$ cat src/rtl/joy_pad_encoder.sv
// joy_pad_encoder: emulates the Megadrive shift-register board plus two pads.
// Two 12-bit pad states (MXYZ SACB RLDU, active low) are turned into the
// select/phase-dependent pin sets and serialised on the decoder's
// joy_load_n / joy_clk scan. All scan inputs are treated as asynchronous.
module joy_pad_encoder #(
  parameter int unsigned PRE_BITS = 2,
  parameter int unsigned GAP_BITS = 2,
  parameter logic [15:0] TIMEOUT  = 16'd40000
) (
  input  logic        clk,
  input  logic        reset_n,
  input  logic [11:0] joy1_i,
  input  logic [11:0] joy2_i,
  input  logic [1:0]  six_btn,
  input  logic        joy_sel,
  input  logic        joy_clk,
  input  logic        joy_load_n,
  output logic        joy_data,
  output logic [1:0]  joy1_phase,
  output logic [1:0]  joy2_phase
);

  localparam int unsigned FRAME_LEN = PRE_BITS + 6 + GAP_BITS + 6;

  // Synchronizer and edge-detect stages
  logic r_sel_s1, r_sel_s2, r_sel_d;
  logic r_clk_s1, r_clk_s2, r_clk_d;
  logic r_ld_s1,  r_ld_s2,  r_ld_d;

  logic w_sel_rise, w_sel_edge, w_clk_rise, w_load_n;

  // Per-pad 6-button phase and idle counter
  logic [1:0][1:0]  r_phase, w_phase_d;
  logic [1:0][15:0] r_idle,  w_idle_d;

  // Pin sets {p9, p6, R, L, D, U} and the frame they load into
  logic [5:0]           w_pins1, w_pins2;
  logic [FRAME_LEN-1:0] r_frame, w_frame_load;

  // Pin pattern a Megadrive pad presents for a given select level and phase.
  function automatic logic [5:0] pad_pins(input logic [11:0] j, input logic sel,
                                          input logic [1:0] ph);
    logic [5:0] pins;
    if (sel) begin
      if (ph == 2'd3) pins = {j[5], j[4], j[11], j[10], j[9], j[8]};
      else            pins = {j[5], j[4], j[3], j[2], j[1], j[0]};
    end else begin
      unique case (ph)
        2'd2:    pins = {j[7], j[6], 4'b0000};
        2'd3:    pins = {j[7], j[6], 4'b1111};
        default: pins = {j[7], j[6], 2'b00, j[1], j[0]};
      endcase
    end
    return pins;
  endfunction

  // Two-flop synchronizers followed by one edge-detect register per input
  always_ff @(posedge clk or negedge reset_n) begin
    if (!reset_n) begin
      r_sel_s1 <= 1'b1;
      r_sel_s2 <= 1'b1;
      r_sel_d  <= 1'b1;
      r_clk_s1 <= 1'b0;
      r_clk_s2 <= 1'b0;
      r_clk_d  <= 1'b0;
      r_ld_s1  <= 1'b1;
      r_ld_s2  <= 1'b1;
      r_ld_d   <= 1'b1;
    end else begin
      r_sel_s1 <= joy_sel;
      r_sel_s2 <= r_sel_s1;
      r_sel_d  <= r_sel_s2;
      r_clk_s1 <= joy_clk;
      r_clk_s2 <= r_clk_s1;
      r_clk_d  <= r_clk_s2;
      r_ld_s1  <= joy_load_n;
      r_ld_s2  <= r_ld_s1;
      r_ld_d   <= r_ld_s2;
    end
  end

  assign w_sel_rise = r_sel_s2 & ~r_sel_d;
  assign w_sel_edge = r_sel_s2 ^ r_sel_d;
  assign w_clk_rise = r_clk_s2 & ~r_clk_d;
  assign w_load_n   = r_ld_s2;

  // Next phase and idle count; a select edge beats the timeout in the same cycle
  always_comb begin
    w_phase_d = r_phase;
    w_idle_d  = r_idle;
    for (int p = 0; p < 2; p++) begin
      if (w_sel_edge)                w_idle_d[p] = '0;
      else if (r_idle[p] < TIMEOUT)  w_idle_d[p] = r_idle[p] + 16'd1;

      if (!six_btn[p]) begin
        w_phase_d[p] = 2'd0;
      end else if (w_sel_rise) begin
        w_phase_d[p] = (r_idle[p] >= TIMEOUT) ? 2'd0 : r_phase[p] + 2'd1;
      end else if (!w_sel_edge && (w_idle_d[p] == TIMEOUT)) begin
        w_phase_d[p] = 2'd0;
      end
    end
  end

  // Phase and idle counter state
  always_ff @(posedge clk or negedge reset_n) begin
    if (!reset_n) begin
      r_phase <= '0;
      r_idle  <= '0;
    end else begin
      r_phase <= w_phase_d;
      r_idle  <= w_idle_d;
    end
  end

  assign w_pins1 = pad_pins(joy1_i, r_sel_s2, r_phase[0]);
  assign w_pins2 = pad_pins(joy2_i, r_sel_s2, r_phase[1]);

  // Parallel-load image: padding ones, then each pad with p9 nearest bit 0
  always_comb begin
    w_frame_load = '1;
    for (int i = 0; i < 6; i++) begin
      w_frame_load[PRE_BITS + i]                = w_pins1[5 - i];
      w_frame_load[PRE_BITS + 6 + GAP_BITS + i] = w_pins2[5 - i];
    end
  end

  // Frame shift register; a held load overrides any shift request
  always_ff @(posedge clk or negedge reset_n) begin
    if (!reset_n) begin
      r_frame <= '1;
    end else if (!w_load_n) begin
      r_frame <= w_frame_load;
    end else if (w_clk_rise) begin
      r_frame <= {1'b1, r_frame[FRAME_LEN-1:1]};
    end
  end

  assign joy_data   = r_frame[0];
  assign joy1_phase = r_phase[0];
  assign joy2_phase = r_phase[1];

endmodule

$ cat config.mk
export PLATFORM = sky130hd
export DESIGN_NAME = joy_pad_encoder
export DESIGN_NICKNAME = d
export VERILOG_FILES = /design/src/rtl/joy_pad_encoder.sv
export SDC_FILE = /design/constraint.sdc
export NUM_CORES = 1
export LEC_CHECK = 0
export ABC_AREA = 1
export CORE_ASPECT_RATIO = 1.2
export CORE_MARGIN = 4
export CORE_UTILIZATION = 55
export CTS_CLUSTER_SIZE = 30
export DETAILED_ROUTE_END_ITERATION = 8
export MAX_ROUTING_LAYER = met4
export PLACE_DENSITY = 0.76
export SLEW_MARGIN = 20
export SYNTH_ARGS = -nofsm -noshare
export SYNTH_HDL_FRONTEND = slang
export SYNTH_SLANG_ARGS = --single-unit
$ cat constraint.sdc
create_clock -name clk -period 2.2 [get_ports clk]
set_input_delay 0.44 -clock clk [delete_from_list [all_inputs] [get_ports clk]]
set_output_delay 0.44 -clock clk [all_outputs]
set_load 0.01 [all_outputs]
==> Word-level counts from Yosys, hierarchy flattened <==
Index checks and enable logic that the tools add are counted.
{ "totals": {"inputBits": 31, "output_inout_bits": 5, "reg_bits": 60} }
{ "op_classes": {"add_sub_neg": 4, "bitwise": 5, "n_mux": 20, "n_lt_le_gt_ge": 4, "n_reduce_logical": 3, "eq_ne": 9} }
{ "op_table": {"columns": ["cell", "n"], "rows": [
  ["2-to-1 mux 16 bit", 6],
  ["adder 16 x 1 -> 16 bit, second input constant", 2],
  ["equality test 16 bit, second input constant", 2],
  [">= comparator 16 bit, second input constant", 2],
  ["less-than comparator 16 bit, second input constant", 2],
  ["2-to-1 mux 2 bit", 8],
  ["one-hot mux 4 bit (2 select lines)", 2],
  ["2-to-1 mux 6 bit", 2],
  ["equality test 2 bit, second input constant", 4],
  ["2-to-1 mux 4 bit", 2],
  ["!= test 3 x 1 -> 1 bit, second input constant", 2],
  ["adder 2 x 1 -> 2 bit, second input constant", 2],
  ["bitwise AND 1 bit", 2],
  ["logical AND 1 bit", 2],
  ["!= test 2 x 1 -> 1 bit, second input constant", 1],
  ["inverter 1 bit", 2],
  ["logical NOT 1 bit", 1],
  ["bitwise XOR 1 bit", 1]
]} }

==> Longest topological paths before layout <==
Gate-level depths: netlist of the first run.
{ "depth": {"word_depth": 8, "ltp_mapped": 15, "ltp_nobuf": 14} }

==> Worst setup path after synthesis of the first run <==
OpenSTA, ideal clock, no wires.
{ "synth_path": {"kind": "register to register", "start": "register r_sel_d", "end": "register r_phase (netlist bit joy2_phase[1])", "arrival_time_ps": 1693, "setup_ps": 118, "path_stages_with_launch": 11, "setup_slack_ps": 389, "required_time_ps": 2082, "period_less_slack_ps": 1811, "path_buffers": 1, "path_cell_list": "dfstp_2 inv_1 ha_1 buf_1 nand3_1 a21oi_2 nand2_1 nor2_1 nand2_1 nand3_1 nand2_1"} }
{ "synth_via": {"elab_chain_len": 5, "elab_cells_between_ends": 10} }
{ "synth_rtl": {"columns": ["element", "line_no", "rtl"], "rows": [
  ["from (decl)", "26", "logic r_sel_s1, r_sel_s2, r_sel_d;"],
  ["from (signal assigned)", "72", "r_sel_d <= r_sel_s2;"],
  ["bitwise XOR 1 bit", "83", "assign w_sel_edge = r_sel_s2 ^ r_sel_d;"],
  ["2-to-1 mux 16 bit", "92", "if (w_sel_edge) w_idle_d[p] = '0;"],
  ["equality test 16 bit", "99", "end else if (!w_sel_edge && (w_idle_d[p] == TIMEOUT)) begin"],
  ["logical AND 1 bit", "99", null],
  ["!= test 3 x 1 -> 1 bit (no source line)", null, null],
  ["to (signal assigned)", "111", "r_phase <= w_phase_d;"],
  ["to (decl)", "33", "logic [1:0][1:0] r_phase, w_phase_d;"]
]} }
Parallel ways exist; a longest one is shown, timed or not.
A chain may end at the register's enable or synchronous reset.

==> Worst setup path after layout of the first run <==
{ "layout_path": {"start": "register r_idle[10] in the netlist's numbering", "end": "register r_phase (netlist bit joy1_phase[0])"} }
{ "layout_via": {"elab_chain_len": 6, "elab_cells_between_ends": 11} }
{ "layout_rtl": {"columns": ["element", "line_no", "rtl"], "rows": [
  ["from (decl)", "34", "logic [1:0][15:0] r_idle, w_idle_d;"],
  ["from (signal assigned)", "112", "r_idle <= w_idle_d;"],
  ["adder 16 x 1 -> 16 bit / less-than comparator 16 bit (equally long branches)", "93", "else if (r_idle[p] < TIMEOUT) w_idle_d[p] = r_idle[p] + 16'd1;"],
  ["2-to-1 mux 16 bit", "93", null],
  ["2-to-1 mux 16 bit", "92", null],
  ["equality test 16 bit", "99", null],
  ["logical AND 1 bit", "99", null],
  ["!= test 3 x 1 -> 1 bit (no source line)", null, null]
]} }
Parallel ways exist; a longest one is shown, timed or not.

==> out/metrics.cfg, run 1 <==
[synth]
synth_area_leaders = dfrtp_1 25%, nand2_1 17%, dfstp_2 14%
synthFlopType = dfrtp_1
synth-warning-count = 0
synth_edf_count = 0
synth_compound_area_frac = 0.1128
synth_cell_type_count = 34
synth_nets = 576
syn_area_per_cell_sq_um = 7.133
synthCells = 538
synth_mux_area_frac = 0
ys_seq_area_frac = 0.3981
yosysMostFrequentCell = nand2_1
synth_seq_cells = 60
synthXorXnorAreaFrac = 0.01826
synth_top_family_by_area = simple AND/OR/NAND/NOR gates
yosys.area.top_type = dfrtp_1
synth_commonest_cells = 169 x nand2_1, 69 x inv_1, 53 x nor2_1
post_synth_and_or_nand_nor_area_fraction = 0.3551
netlist_area_sq_um = 3837
synth_top_area_frac = 0.2543
synth_fa_ha_area_frac = 0.02282
async_flop_share = 1.000

[sta]
setup_violations = 0
hold_viol = 0
fin_worst_skew_ns = 0.008189
tns_ns = 0
timing.hold.ws_ns = 0.09309
relSlewSlack = 0.5883
fmax_mhz = 503.8
finalCritPeriodShare = 0.9023
rsz0062_at_grt = false
finalCriticalPeriod_ns = 1.985
worstMarginPinSlew_ns = 0.6153
final_max_slew_viol_count = 0

[power]
p_sw_uw = 671.0
clkPwrFrac = 0.386
p_int_uw = 1882
power.density_nw_per_um2 = 555.2
ir_worst_vdd_mv = 0.3667
leakagePower_uw = 0.002144
power_frac_seq = 0.484
switching_share = 0.2628
p_comb_frac = 0.130

[worst_setup_path]
cp-start-kind = flip-flop
crit_required_ns = 2.43
regToRegSetupSlack_ns = 0.21
cp-startpoint = r_idle[10]$_DFF_PN0_
path_max_fanout = 11
crit_type = reg2reg
r2r-start = r_idle[10]$_DFF_PN0_
cp.arrival_ns = 2.21
endpoint_kind = flip-flop

[run]
maxCapViolations = 0

[final_layout]
nNetsFinal = 629
area_delta_synth_final_pct = 19.82
final_cell_area_sq_um = 4598
finalNonFillerCells = 683
diodes = 0
finish.utilization = 0.6749
final_layout_size_suffix_gt1_frac = 0.1359

[global_routing]
grt_pass1_vias = 3657
overflow = 0
grt_start_max_net_pins = 61
antenna_found_initial = 0
grt_pass1_wl_um = 16750
grt_usage = 0.2555

[floorplanning]
core_sq_um = 6813
rows = 33
io_pins = 36
die_area_sq_um = 8383
initial_core_util = 0.5633
die_w_um = 84.25
die_h_um = 99.50

[drt]
highest_layer = met4
ant_nets = 0
vias = 3735
drt_first_pass_iters = 5
drt_wl_total_um = 9834
met2WireLength_um = 4755
remaining_drc_errors = 0
viasPerCell = 5.469
drtIter0Drc = 180
wl_met1_um = 4093
post_drt_wl_per_cell_um = 14.40
dr_wl_met3_um = 690

[clocking]
clock_latency_ns = 0.34
h-tree-depth = 3
clockRootBuffer = clkbuf_8
post_cts_buffers = 0
clk_pin_slew_worst_paths_ns = 0.07
cts_resized = 0
clock_sinks = 60
cts_buffers = 9
ctsHoldBuffers = 0
cts_tree = done
clockBufferDepth = 2

[placement]
place_area_sq_um = 4380
dp_hpwl_um = 7203
gp_congestion = 0.9565
dp.cells = 667
portBuffers = 35

[run_status]
status = complete, no violations

[hold_path]
worstHoldPathType = in2async

-- cell families (layout without fill, tap and decap cells) --
logic type	count (synthesis)	count (layout)
simple gates	308	308
buf+inv	87	145
compound gates	68	68
flops	60	60
xor+xnor	8	8
fa+ha+maj	7	7
-- layout by cell type, fill, tap and decap left out, types with 3 or more instances in the layout --
master             n
nand2_1          169
inv_1             69
nand3_1           51
nor2_1            50
dfrtp_1           38
clkdlybuf4s50_1   34
a21oi_1           31
dfstp_2           21
buf_4             16
nand4_1           15
o21ai_0           13
clkbuf_8          10
xor2_1             6
nor3_1             6
nor2_4             5
o221ai_1           5
ha_1               5
nor2_2             4
inv_2              4
o211ai_1           4
nand3b_1           3
clkinv_1           3
a22oi_1            3
clkinv_2           3
-- power groups by stage --
stage / registers (uW) / clock network [uW] / logic (uW)
5_1_grt: 1240 / 1050 / 371
3_3_place_gp: 1250 / 0 / 322
6_report: 1230 / 986 / 332
4_1_cts: 1230 / 1000 / 333
3_5_place_dp: 1250 / 0 / 328
2_1_floorplan: 1240 / 0 / 180
-- cell type report --
type / count / area [sq um]
clock buffer: 11 / 141.4
clock inverter: 5 / 52.55
fill: 602 / 2215
inverter: 76 / 285.3
multi-input combinational: 391 / 1976
sequential: 60 / 1529
tap: 87 / 108.9
timing repair buffer: 53 / 505.5
-- flip-flops by register name (all words and copies together), names as in the netlist, 2 cells and up --
register,count
joy1_phase,2
joy2_phase,2
r_idle,32
r_frame,16
-- critical path: stages, from the launching register on --
cell	delay, ns
dfrtp_1	0.42
nand2_1	0.14
nor2_4	0.16
nand4_4	0.11
nand2_4	0.16
inv_2	0.13
nand2_1	0.11
nand2_1	0.06
a21oi_1	0.20
nand2_1	0.07
nor2_1	0.10
nand2_1	0.08
nand3_1	0.07
nand2_1	0.05
-- metal layers --
layer	track usage	vias up
li1	-	1845
met1	0.3307	1713
met2	0.3931	152
met3	0.03728	25
met4	0.1262	0
met5	-	-
-- stage by stage --
step	setup WS (ns)	total power, uW
after global placement	0.05307	1572
after detailed placement	0.05936	1580
after global routing	0.002242	2663
final	0.2149	2553
after floorplan	0.3890	1421
after CTS	0.02308	2569
-- path summary, 6_finish.rpt --
path	to	cells past startpoint
worst max register to register	joy1_phase[0]$_DFFE_PN0P_	13
worst max-delay path	joy1_phase[0]$_DFFE_PN0P_	13
worst min register to register	r_sel_s2$_DFF_PN1_	0
min in group clk	r_sel_s2$_DFF_PN1_	0
max in group asynchronous	r_frame[12]$_DFFE_PN1P_	2
worst min-delay path	r_idle[8]$_DFF_PN0_	2
(Power assumes the default switching activity.)
==> run 2: changes to the inputs <==
- ABC_AREA: 1 -> default
- CTS_CLUSTER_DIAMETER: default -> 50
- PLACE_DENSITY: 0.76 -> 0.77
- REMOVE_ABC_BUFFERS: default -> 1
==> out/metrics.cfg, run 2 <==
[worst_setup_path]
crit_type = reg2reg
regToRegSetupSlack_ns = -0.18  ; -0.39 ns
critPathSlowestCell = dfrtp_1
slowest_delay_ns = 0.44  ; +0.02 ns
crit_required_ns = 2.42  ; about the same
cp_cell_sequence = ha_4 -> nor2b_4 -> a311oi_1 -> o211ai_1 -> a2111oi_2 -> o2111ai_2 -> o41ai_2 -> mux2i_1
cp-start-kind = flip-flop
cp.arrival_ns = 2.59  ; +0.38 ns
endpoint_kind = flip-flop
path_max_fanout = 4  ; -7

[drt]
drtIter0Drc = 239  ; +33%
viasPerCell = 5.803  ; +6.1%
post_drt_wl_per_cell_um = 16.59  ; +15%
remaining_drc_errors = 0  ; unchanged
vias = 3412  ; -8.6%
drt_first_pass_iters = 4  ; -1
ant_nets = 0  ; unchanged
drt_wl_total_um = 9752  ; -0.83%

[final_layout]
top_register = r_idle
nNetsFinal = 539  ; -14%
n_fill_cell = 383  ; -36%
diodes = 0  ; unchanged
final_cell_mix = 74 x buf_4, 52 x nand2_1, 41 x nor2_1, 35 x dfrtp_1, 34 x clkdlybuf4s50_1
largestRegisters = r_idle (32), r_frame (16)
final_cell_area_sq_um = 4959  ; +7.8%
layout_commonest_cell = buf_4
finalNonFillerCells = 588  ; -14%
finish.utilization = 0.8040  ; +0.1291
final_layout_size_suffix_gt1_frac = 0.3202  ; +0.1843
largest_register_ffs = 32  ; unchanged
area_delta_synth_final_pct = 39.54

[synth]
synth_top_area_frac = 0.2746  ; +0.02033
yosys.area.top_type = dfrtp_1
synthFlopType = dfrtp_1
synth_seq_cells = 60  ; unchanged
ys_seq_area_frac = 0.4299  ; +0.03182
async_flop_share = 1.000  ; unchanged
netlist_area_sq_um = 3553  ; -7.4%
synth_commonest_cells = 52 x nand2_1, 43 x nor2_1, 39 x dfrtp_1
syn_area_per_cell_sq_um = 9.042  ; +27%
synthCells = 393  ; -27%
synth_edf_count = 0  ; unchanged
synth_cell_type_count = 61  ; +79%
yosysMostFrequentCell = nand2_1
synth_area_leaders = dfrtp_1 27%, dfstp_2 16%, nand2_1 5.5%
synth-warning-count = 0  ; unchanged

[placement]
dp.cells = 566  ; -15%
portBuffers = 35  ; unchanged
dp_hpwl_um = 6785  ; -5.8%
gp_congestion = 0.9542  ; -0.24%
place_ws_ns = -0.2242  ; -0.2836 ns
place_area_sq_um = 4486  ; +2.4%

[clocking]
clock_latency_ns = 0.34  ; about the same
clk_pin_slew_worst_paths_ns = 0.07  ; about the same
clock_sinks = 60  ; unchanged
cts_tree = done
cts_buffers = 9  ; unchanged
clockBufferDepth = 2  ; unchanged
clockRootBuffer = clkbuf_8
h-tree-depth = 3  ; unchanged

[sta]
relSlewSlack = 0.5008  ; -0.08751
final_max_slew_viol_count = 0  ; unchanged
finalCriticalPeriod_ns = 2.379  ; +0.3938 ns
hold_viol = 0  ; unchanged
setup_slack_ns = -0.1789  ; -0.3938 ns
finalCritPeriodShare = 1.081  ; +0.1790
tns_ns = -0.5523  ; -0.5523 ns
setup_violations = 4  ; +4
fin_worst_skew_ns = 0.008836  ; +0.0006465 ns
rsz0062_at_grt = true
worstMarginPinSlew_ns = 0.7420  ; +0.1267 ns
fmax_mhz = 420.4  ; -17%

[global_routing]
overflow = 0  ; unchanged
grt_usage = 0.2685  ; +0.01308
grt_start_max_net_pins = 61  ; unchanged
grt_pass1_vias = 3348  ; -8.4%
antenna_found_initial = 0  ; unchanged
grt_pass1_wl_um = 15620  ; -6.7%

[floorplanning]
initial_core_util = 0.5762  ; +0.01291
core_sq_um = 6167  ; -9.5%
die_h_um = 96.05  ; -3.5%
io_pins = 36  ; unchanged
die_area_sq_um = 7816  ; -6.8%
rows = 31  ; -6.1%
die_w_um = 81.38  ; -3.4%

[run_status]
status = complete, but fails checks
violations = negative setup slack

[power]
power.density_nw_per_um2 = 603.4  ; +8.7%
leakagePower_uw = 0.002133  ; -0.54%
ir_worst_vdd_mv = 0.4095  ; +12%

[run]
maxCapViolations = 0  ; unchanged

[hold_path]
worstHoldPathType = in2async

## run 2: power breakdown
| part | switching (uW) | total, uW | internal [uW] |
|---|---|---|---|
| Combinational | 246 | 495 | 249 |
| Sequential | 75.8 | 1280 | 1200 |
| Clock | 465 | 1220 | 755 |
| Total | 787 | 2990 | 2200 |
## run 2: area by class of cell
class / count / area, sq um / share of cell area
flip-flops and latches: 60 / 1533 / 0.3091
multi-input cells: 297 / 2046 / 0.4126
clock inverters: 6 / 112.6 / 0.02271
well taps: 82 / 102.6 / 0.02069
clock buffers: 10 / 127.6 / 0.02574
inverters: 19 / 71.32 / 0.01438
repair buffers: 114 / 965.9 / 0.1948
## run 2: cells by family (layout without fill, tap and decap cells)
| family | Yosys count | count (layout) | share of synthesized area |
|---|---|---|---|
| xor+xnor | 19 | 19 | 0.04683 |
| mux | 10 | 10 | 0.02923 |
| buf+inv | 36 | 149 | 0.04154 |
| simple gates | 178 | 178 | 0.2599 |
| flops | 60 | 60 | 0.4299 |
| fa+ha+maj | 7 | 7 | 0.02465 |
| compound gates | 83 | 83 | 0.1680 |
## run 2: worst paths after layout
path                                     startpoint                   endpoint  cells after the start
worst max-delay path            r_idle[0]$_DFF_PN0_  joy1_phase[0]$_DFFE_PN0P_                      8
worst min-delay path                        reset_n        r_idle[5]$_DFF_PN0_                      2
worst max register to register  r_idle[0]$_DFF_PN0_  joy1_phase[0]$_DFFE_PN0P_                      8
worst min register to register    r_ld_s1$_DFF_PN1_          r_ld_s2$_DFF_PN1_                      0
max in group asynchronous                   reset_n         r_sel_s2$_DFF_PN1_                      2
min in group clk                  r_ld_s1$_DFF_PN1_          r_ld_s2$_DFF_PN1_                      0
## run 2: what timing repair did
action / in CTS / in global routing
setup endpoints to repair: 4 / 4
gates resized for setup: 15 / 25
buffers inserted: 1 / 6
hold buffers: 0 / 0
pin swaps: 3 / 16
## run 2: layer usage
layer | vias up | track usage | part of all wire
li1 | 1626 | - | -
met1 | 1650 | 0.3347 | 0.42
met2 | 108 | 0.4321 | 0.51
met3 | 28 | 0.04588 | 0.045
met4 | 0 | 0.1099 | 0.029
met5 | - | - | 0
## run 2: worst max-delay path, delay by kind of cell, from the launching register on
kind | cells | cell delay (ns)
muxes | 1 | 0.12
DFF | 1 | 0.44
adders and majority gates | 1 | 0.19
AOI/OAI and AO/OA | 5 | 1.39
and+or+nand+nor | 1 | 0.12
## run 2: per-stage QoR
stage	hold slack (ns)	power, uW
after detailed placement	0.3433	1747
after CTS	0.1043	2972
after global placement	0.3316	1726
final	0.07874	2992
after global routing	0.1109	3113
after floorplan	0.1444	1496
==> run 3: changes to the inputs <==
- GPL_ROUTABILITY_DRIVEN: default -> 0
==> out/metrics.cfg, run 3 (synthesized netlist as in run 2, its figures left out) <==
[run_status]
status = complete, but fails checks
violations = negative setup slack

[worst_setup_path]
cp.arrival_ns = 2.62  ; +0.03 ns
worst-r2r-cell-count = 9  ; +1
cp-start-kind = flip-flop
path_max_fanout = 5  ; +1
r2r-start = r_idle[24]$_DFF_PN0_
crit_type = reg2reg
reg2reg_to = joy2_phase[0]$_DFFE_PN0P_
endpoint_kind = flip-flop
crit_required_ns = 2.40  ; -0.02 ns
regToRegSetupSlack_ns = -0.22  ; -0.04 ns

[power]
finalPower_uw = 2841  ; -5.1%
power.density_nw_per_um2 = 582.2  ; -3.5%
ir_worst_vdd_mv = 0.4685  ; +14%
leakagePower_uw = 0.002097  ; -1.7%

[clocking]
clockRootBuffer = clkbuf_8
cts_tree = done
ctsHoldBuffers = 0  ; unchanged
h-tree-depth = 3  ; unchanged
clock_latency_ns = 0.34  ; about the same
cts_buffers = 9  ; unchanged
clockBufferDepth = 2  ; unchanged
clk_pin_slew_worst_paths_ns = 0.07  ; about the same
clock_sinks = 60  ; unchanged

[sta]
finalCriticalPeriod_ns = 2.416  ; +0.03723 ns
setup_slack_ns = -0.2161  ; -0.03723 ns
fin_worst_skew_ns = 0.009224  ; +0.0003887 ns
hold_viol = 0  ; unchanged
final_max_slew_viol_count = 0  ; unchanged
setup_violations = 4  ; unchanged
fmax_mhz = 413.9  ; -1.5%
worstMarginPinSlew_ns = 0.5607  ; -0.1813 ns
rsz0062_at_grt = true
finalCritPeriodShare = 1.098  ; +0.01692
relSlewSlack = 0.6262  ; +0.1255

[final_layout]
top_register = r_idle
layout_commonest_cell = buf_4
n_fill_cell = 394  ; +2.9%
area_delta_synth_final_pct = 37.32
nNetsFinal = 535  ; -0.74%
final_cell_mix = 74 x buf_4, 52 x nand2_1, 42 x nor2_1, 37 x dfrtp_1, 34 x clkdlybuf4s50_1
finalNonFillerCells = 584  ; -0.68%
diodes = 0  ; unchanged
finish.utilization = 0.7912  ; -0.01278
largestRegisters = r_idle (32), r_frame (16)
largest_register_ffs = 32  ; unchanged
final_layout_size_suffix_gt1_frac = 0.3167  ; -0.003425

[global_routing]
busiest_layer = met2
grt_usage = 0.2684  ; about the same
antenna_found_initial = 0  ; unchanged
grt_pass1_wl_um = 15560  ; -0.40%
grt_pass1_vias = 3309  ; -1.2%
met2_usage = 0.4416  ; +0.009511
grt_use_met1 = 0.3193  ; -0.01549
overflow = 0  ; unchanged
met3_usage = 0.06273  ; +0.01685
grt_start_max_net_pins = 29  ; -52%

[run]
maxCapViolations = 0  ; unchanged

[floorplanning]
die_h_um = 96.05  ; unchanged
io_pins = 36  ; unchanged
initial_core_util = 0.5762  ; unchanged
core_sq_um = 6167  ; unchanged
die_area_sq_um = 7816  ; unchanged
rows = 31  ; unchanged
die_w_um = 81.38  ; unchanged

[drt]
drt_wl_total_um = 10030  ; +2.9%
vias = 3484  ; +2.1%
viasPerCell = 5.966  ; +2.8%
drt_first_pass_iters = 4  ; unchanged
drtIter0Drc = 253  ; +5.9%
ant_nets = 0  ; unchanged
post_drt_wl_per_cell_um = 17.18  ; +3.6%
remaining_drc_errors = 0  ; unchanged

[placement]
place_ws_ns = -0.2278  ; -0.003536 ns
dp_hpwl_um = 6441  ; -5.1%
portBuffers = 35  ; unchanged
dp.cells = 554  ; -2.1%

[hold_path]
worstHoldPathType = in2async

-- run 3: metrics by stage --
step                setup TNS [ns]  hold WS, ns  area, sq um
floorplan                   -1.636       0.1444         3477
global placement           -0.6715       0.3394         4395
detailed placement         -0.8847       0.3403         4395
CTS                        -0.3468      0.02084         4768
global route                -1.096      0.02710         4880
finish                     -0.6437      0.03344         4880
-- run 3: critical path, cell delays in order (launching register included) --
cell     delay, ns
dfrtp_1       0.41
nor4_4        0.31
buf_4         0.17
o21ai_4       0.06
buf_4         0.16
a21oi_4       0.18
xnor2_2       0.09
or4_4         0.50
nor4_4        0.24
a41oi_2       0.17
-- run 3: layout make-up --
class | instances | area [sq um] | share of cell area
clock inverter | 6 | 88.84 | 0.01821
sequential | 60 | 1530 | 0.3136
tap | 82 | 102.6 | 0.02103
clock buffer | 10 | 127.6 | 0.02615
multi-input combinational | 297 | 2036 | 0.4172
timing repair buffer | 110 | 920.9 | 0.1887
inverter | 19 | 73.82 | 0.01513
-- run 3: power by group --
part	total [uW]	internal (uW)	switching, uW
registers	1280	1200	74.2
logic	480	233	246
clock network	1090	637	448
-- run 3: timing repair --
item | 4_1_cts | 5_1_grt
pin swaps | 14 | 8
buffers inserted | 11 | 3
setup endpoints to repair | 4 | 4
cloned | 0 | 0
gates resized for setup | 18 | 16
-- run 3: worst max-delay path by stage --
stage                                     from                        end  slack [ns]  cells after the start
after floorplan             r_sel_s2$_DFF_PN1_  joy2_phase[0]$_DFFE_PN0P_       -0.43                      5
after global placement    r_idle[24]$_DFF_PN0_  joy2_phase[1]$_DFFE_PN0P_       -0.20                      8
after detailed placement  r_idle[13]$_DFF_PN0_  joy1_phase[1]$_DFFE_PN0P_       -0.23                      8
after CTS                 r_idle[23]$_DFF_PN0_  joy2_phase[0]$_DFFE_PN0P_       -0.10                      9
after global routing      r_idle[24]$_DFF_PN0_  joy2_phase[0]$_DFFE_PN0P_       -0.39                      8
final                     r_idle[24]$_DFF_PN0_  joy2_phase[0]$_DFFE_PN0P_       -0.22                      9
-- run 3: routing by layer --
layer / share of wire / wire (um)
met5: 0 / 0
met4: 0.019 / 195
met3: 0.058 / 583
met2: 0.51 / 5142
met1: 0.41 / 4112
